--- src/rtl/conc_stim_seq.sv ---
// conc_stim_seq: replays a programmed vector table into a DUT one vector per
// step. Each table word is {hold, obs, data}. The block supports per-vector
// hold counts, multi-pass and continuous looping, pause and abort.
module conc_stim_seq #(
  parameter int DATA_W = 128,
  parameter int DEPTH  = 21,
  parameter int ADDR_W = 5,
  parameter int HOLD_W = 4,
  parameter int LOOP_W = 8
) (
  input  logic                       i_clk,
  input  logic                       i_rst,         // async, active low
  input  logic                       i_load_en,
  input  logic [ADDR_W-1:0]          i_load_addr,
  input  logic [HOLD_W+DATA_W:0]     i_load_data,   // {hold, obs, data}
  input  logic [ADDR_W-1:0]          i_last_addr,
  input  logic [LOOP_W-1:0]          i_loops,
  input  logic                       i_loop_forever,
  input  logic                       i_start,
  input  logic                       i_pause,
  input  logic                       i_abort,
  output logic [DATA_W-1:0]          o_stim,
  output logic                       o_obs,
  output logic                       o_valid,
  output logic [ADDR_W-1:0]          o_pc,
  output logic                       o_done
);

  typedef struct packed {
    logic [HOLD_W-1:0] hold;
    logic              obs;
    logic [DATA_W-1:0] data;
  } word_t;

  typedef enum logic [1:0] {S_IDLE, S_RUN, S_DONE} state_t;

  localparam logic [ADDR_W-1:0] LAST_IDX = ADDR_W'(DEPTH - 1);
  localparam logic [ADDR_W:0]   DEPTH_C  = (ADDR_W + 1)'(DEPTH);

  // Table storage: not reset, survives rst so a replay after reset is identical.
  word_t r_mem [DEPTH];

  state_t              r_state,    w_state_nxt;
  logic [ADDR_W-1:0]   r_ptr,      w_ptr_nxt;
  logic [HOLD_W-1:0]   r_hold_cnt, w_hold_nxt;
  logic [LOOP_W-1:0]   r_pass_cnt, w_pass_nxt;
  logic [ADDR_W-1:0]   r_last,     w_last_nxt;
  logic                r_forever,  w_forever_nxt;
  logic                r_final,    w_final_nxt;
  logic [DATA_W-1:0]   r_stim,     w_stim_nxt;
  logic                r_obs,      w_obs_nxt;
  logic                r_valid,    w_valid_nxt;
  logic [ADDR_W-1:0]   r_pc,       w_pc_nxt;
  logic                r_done,     w_done_nxt;
  word_t               w_word;
  logic                w_wr_ok;

  assign w_wr_ok = i_load_en && ({1'b0, i_load_addr} < DEPTH_C);

  // Table write port; writes land at the edge, so a same-cycle fetch sees old data.
  always_ff @(posedge i_clk) begin
    if (w_wr_ok) r_mem[i_load_addr] <= word_t'(i_load_data);
  end

  // Next-state and output logic; abort overrides everything else.
  always_comb begin
    w_state_nxt   = r_state;
    w_ptr_nxt     = r_ptr;
    w_hold_nxt    = r_hold_cnt;
    w_pass_nxt    = r_pass_cnt;
    w_last_nxt    = r_last;
    w_forever_nxt = r_forever;
    w_final_nxt   = r_final;
    w_stim_nxt    = r_stim;
    w_obs_nxt     = r_obs;
    w_valid_nxt   = r_valid;
    w_pc_nxt      = r_pc;
    w_done_nxt    = r_done;
    w_word        = r_mem[r_ptr];

    case (r_state)
      S_IDLE, S_DONE: begin
        if (i_start) begin
          w_state_nxt   = S_RUN;
          w_ptr_nxt     = '0;
          w_hold_nxt    = '0;
          w_final_nxt   = 1'b0;
          w_last_nxt    = (i_last_addr > LAST_IDX) ? LAST_IDX : i_last_addr;
          w_pass_nxt    = i_loops;
          w_forever_nxt = i_loop_forever;
          w_done_nxt    = 1'b0;
        end
      end
      S_RUN: begin
        // pause freezes everything: no fetch, no hold countdown
        if (!i_pause) begin
          if (r_hold_cnt != '0) begin
            w_hold_nxt = r_hold_cnt - HOLD_W'(1);
          end else if (r_final) begin
            w_state_nxt = S_DONE;
            w_stim_nxt  = '0;
            w_obs_nxt   = 1'b0;
            w_valid_nxt = 1'b0;
            w_done_nxt  = 1'b1;
          end else begin
            w_stim_nxt  = w_word.data;
            w_obs_nxt   = w_word.obs;
            w_valid_nxt = 1'b1;
            w_pc_nxt    = r_ptr;
            w_hold_nxt  = w_word.hold;
            if (r_ptr == r_last) begin
              // wrap directly to entry 0 so looping adds no bubble
              if (r_forever || (r_pass_cnt != '0)) begin
                w_ptr_nxt = '0;
                if (!r_forever) w_pass_nxt = r_pass_cnt - LOOP_W'(1);
              end else begin
                w_final_nxt = 1'b1;
              end
            end else begin
              w_ptr_nxt = r_ptr + ADDR_W'(1);
            end
          end
        end
      end
      default: w_state_nxt = S_IDLE;
    endcase

    if (i_abort) begin
      w_state_nxt = S_IDLE;
      w_stim_nxt  = '0;
      w_obs_nxt   = 1'b0;
      w_valid_nxt = 1'b0;
      w_done_nxt  = 1'b0;
      w_pc_nxt    = '0;
      w_ptr_nxt   = '0;
      w_hold_nxt  = '0;
      w_final_nxt = 1'b0;
    end
  end

  // State and output registers with async active-low clear.
  always_ff @(posedge i_clk or negedge i_rst) begin
    if (!i_rst) begin
      r_state    <= S_IDLE;
      r_ptr      <= '0;
      r_hold_cnt <= '0;
      r_pass_cnt <= '0;
      r_last     <= '0;
      r_forever  <= 1'b0;
      r_final    <= 1'b0;
      r_stim     <= '0;
      r_obs      <= 1'b0;
      r_valid    <= 1'b0;
      r_pc       <= '0;
      r_done     <= 1'b0;
    end else begin
      r_state    <= w_state_nxt;
      r_ptr      <= w_ptr_nxt;
      r_hold_cnt <= w_hold_nxt;
      r_pass_cnt <= w_pass_nxt;
      r_last     <= w_last_nxt;
      r_forever  <= w_forever_nxt;
      r_final    <= w_final_nxt;
      r_stim     <= w_stim_nxt;
      r_obs      <= w_obs_nxt;
      r_valid    <= w_valid_nxt;
      r_pc       <= w_pc_nxt;
      r_done     <= w_done_nxt;
    end
  end

  assign o_stim  = r_stim;
  assign o_obs   = r_obs;
  assign o_valid = r_valid;
  assign o_pc    = r_pc;
  assign o_done  = r_done;

endmodule

--- config.mk ---
export PLATFORM = sky130hd
export DESIGN_NAME = conc_stim_seq
export DESIGN_NICKNAME = d
export VERILOG_FILES = /design/src/rtl/conc_stim_seq.sv
export SDC_FILE = /design/constraint.sdc
export NUM_CORES = 2
export LEC_CHECK = 0
export BUFFER_PORTS_ARGS = -buffer_cell sky130_fd_sc_hd__buf_2
export CORE_ASPECT_RATIO = 0.9
export CORE_MARGIN = 2
export CORE_UTILIZATION = 52
export DETAILED_ROUTE_END_ITERATION = 6
export GPL_TIMING_DRIVEN = 0
export HOLD_SLACK_MARGIN = 0.02
export PLACE_DENSITY = 0.68
export SLEW_MARGIN = 25
export SYNTH_ARGS = -nofsm -noshare
export SYNTH_HDL_FRONTEND = slang
export SYNTH_SLANG_ARGS = --single-unit
--- constraint.sdc ---
create_clock -name i_clk -period 3 [get_ports i_clk]
set_input_delay 0.3 -clock i_clk [delete_from_list [all_inputs] [get_ports i_clk]]
set_output_delay 0.3 -clock i_clk [all_outputs]
set_load 0.02 [all_outputs]
==> flow_summary.ini <==
[status]
status = finished with violations
violations = negative setup slack

[sta]
hold_viol_final = 0
worst_slew_pin_slew_ns = 1.29
finalSetupViolCount = 4
worst_clock_skew_ns = 0.0405
worst_slack_ns = -0.0147
timing.final.crit_share_pct = 100
relSlewSlack_pct = 13.7
hold_slack_ns = 0.234
post-route-min-period_ns = 3.01
tns_ns = -0.0359
fmax_mhz = 332
drv_slew = 0
rsz0062_at_grt = true

[routing]
ant_nets = 0
viasPerCell = 6.36
wl_um = 287000
wl_per_cell_um = 32.0
first_iter_violations = 6712
dr.pass1.iters = 5
vias = 57148
drcViolationCount = 0

[power]
pwr-share-seq_pct = 52.3
ir_worst_vdd_uv = 590
pwr-share-comb_pct = 7.0
swShare_pct = 21.3
power_uw = 87900
powerDensity_nw_per_um2 = 651
net-switching-power_uw = 18700
p_leak_uw = 0.0437
p_int_uw = 69200
pwr-share-clk_pct = 40.7

[floorplanning]
num_rows = 161
start_util_pct = 52.3
die_h_um = 444
die_x_um = 493
pin_count = 294
core_area_sq_um = 214000
die-area_sq_um = 219000

[final_layout]
syn_to_final_growth_pct = 20.4
fin_nets = 6068
final_area_sq_um = 135000
drive_gt1_share_pct = 32.5

[synthesis]
synth_ff_type = edfxtp_1
synthTopCellsByArea = edfxtp_1 (75%), mux4_2 (13%), dfrtp_1 (3.6%), a2111oi_0 (2.0%), mux2i_1 (1.3%)
syn_inst = 4945
yosysTopAreaCell = edfxtp_1
synth_nets = 5107
avgSynthCellArea_sq_um = 22.7
synthArstFlopShare_pct = 5.48
yosysTopAreaCellShare_pct = 74.8
synth-seq-cells = 2955
seq_area_frac_synth_pct = 78.4
synth-edff-count = 2793
ys_types = 59
ys_warn_count = 0
synth_area_sq_um = 112000

[setup_path]
cp-end-kind = flip-flop
r2r_end = o_stim[5]
critPathRequiredTime_ns = 3.84
worst_ep_arrival_time_ns = 3.85
crit_type = flip-flop to flip-flop
ff2ff_setup_slack_ns = -0.01
critPathLaunchType = flip-flop
reg2reg_depth = 8
worstPathMaxFanout = 11
r2r-start = r_ptr[3]

[global_route]
grt_usage_pct = 26.0
grt_start_max_net_pins = 59
grt_antenna_before_repair = 37
grt_pass1_wl_um = 410000
grt_pass1_vias = 57206
grt_remaining_overflow = 0

[clock_network]
numCtsBuffers = 301
clockBufferDepth = 4
clkTransAtPathRegs_ns = 0.06
cts_sinks = 2955
root_buffer = clkbuf_16
cts_tree = built
clk_latency_ns = 0.93
cts.htree.levels = 5

[min_path]
min_from = i_loops[1]
hold-path-cell-count = 4
hold_path_class = primary input to flip-flop
whs_endpoint = r_pass_cnt[1]

[place]
gp_congestion = 0.796
dpl.hpwl_um = 187000
placed_cell_area_sq_um = 122000
place_ws_ns = -1.72
port_buffers = 293

[run]
max_cap_violations = 0
## worst max path at each step
stage	slack, ns	to	depth (start not counted)	startpoint
final	-0.01	o_stim[5]	8	r_ptr[3]
after CTS	-0.14	o_stim[32]	9	r_hold_cnt[0]
after detailed placement	-1.72	o_stim[71]	8	r_ptr[3]
after global routing	-0.09	o_stim[52]	9	r_hold_cnt[0]
after global placement	-2.98	r_mem[16][112]	4	i_load_en
after floorplan	-0.23	r_mem[16][0]	3	i_load_en
## power by group through the flow
stage | Sequential (uW) | Clock (uW) | Combinational, uW
2_1_floorplan | 47000 | 0 | 3280
3_3_place_gp | 46900 | 0 | 5290
3_5_place_dp | 46900 | 0 | 5570
4_1_cts | 46000 | 36100 | 6030
5_1_grt | 46000 | 37700 | 6550
6_report | 46000 | 35800 | 6150
## synthesized netlist by cell type, drive strengths merged, types with 3 or more instances
cell type,instances
clkbuf,140
a21o,129
nor4b,4
mux4,658
or3,3
nand2b,8
inv,5
mux2,12
o21ai,15
o22ai,129
mux2i,143
edfxtp,2793
nand2,47
dfrtp,162
a2111oi,259
nor2,41
nand3,18
ha,4
nor4,5
nor3,4
xnor2,8
nor2b,135
nand3b,5
a31oi,6
or2,3
a21oi,17
buf,165
## registers in the layout, summed over array words and instances, names as in the netlist
| register | count |
|---|---|
| o_done | 1 |
| r_pass_cnt | 8 |
| o_obs | 1 |
| r_last | 5 |
| r_hold_cnt | 4 |
| o_pc | 5 |
| o_stim | 128 |
| o_valid | 1 |
| r_state | 2 |
| r_mem | 2793 |
| r_ptr | 5 |
| r_final | 1 |
| r_forever | 1 |
## layout by cell type, fill, tap and decap left out, types with 8 or more instances in the layout
cell type / instances
a2111oi_0: 56
a2111oi_1: 47
a2111oi_2: 101
a2111oi_4: 55
a21o_1: 129
a21oi_1: 16
buf_12: 86
buf_16: 106
buf_2: 369
buf_4: 59
buf_6: 16
buf_8: 16
bufinv_16: 17
clkbuf_1: 143
clkbuf_16: 309
clkbuf_2: 53
clkbuf_4: 16
clkbuf_8: 18
clkinv_1: 49
clkinv_2: 38
dfrtp_1: 161
diode_2: 12
dlygate4sd3_1: 169
edfxtp_1: 2793
mux2_2: 12
mux2i_1: 143
mux4_2: 658
nand2_1: 46
nand2b_1: 8
nand3_1: 15
nor2_1: 18
nor2_4: 22
nor2b_1: 133
o21ai_0: 15
o22ai_1: 127
## per-stage QoR
stage / utilization (%) / std cells
6_report: 63.0 / 8983
5_1_grt: 63.0 / 8976
4_1_cts: 62.6 / 8971
3_5_place_dp: 57.0 / 8284
3_3_place_gp: 54.8 / 8090
2_1_floorplan: - / 4945
## critical path, stage by stage, from the launching register on
cell and delay (ns):
dfrtp_2 0.54, buf_8 0.27, buf_4 0.24, nand3b_1 0.21, buf_6 0.35, clkbuf_2 0.43, o22ai_2 0.19, a2111oi_4 0.52
a21o_1 0.14
## cell type report
cell class / count / area, sq um
clock inverters: 117 / 1010
plain buffers: 303 / 1900
diodes: 12 / 30.0
flip-flops and latches: 2955 / 87900
inverters: 5 / 18.8
fillers: 14032 / 79100
multi-input cells: 1680 / 24500
well taps: 2852 / 3570
clock buffers: 399 / 8230
repair buffers: 660 / 7840
## repair_timing
| action | in CTS | in global routing |
|---|---|---|
| gates resized for setup | 354 | 184 |
| hold buffers | 170 | 0 |
| endpoints found under the setup margin | 135 | 111 |
| buffers inserted | 3 | 0 |
| endpoints found under the hold margin | 3026 | 0 |
## routing by layer
metal	up-vias	track usage, %	wire, um
li1	23191	-	-
met4	10	9.23	10400
met3	556	4.87	24700
met5	-	0	70
met1	30260	36.2	111000
met2	3131	41.7	141000
## logic make-up (layout without fill, tap and decap cells)
| family | Yosys count | in the layout | synth area share [%] |
|---|---|---|---|
| flops | 2955 | 2955 | 78.4 |
| simple gates | 279 | 279 | 1.42 |
| other cells | 0 | 12 | 0 |
| buf+inv | 310 | 1484 | 1.45 |
| compound gates | 574 | 574 | 3.95 |
| fa+ha+maj | 4 | 4 | 0.0446 |
| xor+xnor | 10 | 10 | 0.0848 |
| mux | 813 | 813 | 14.6 |
(Power assumes the default switching activity.)
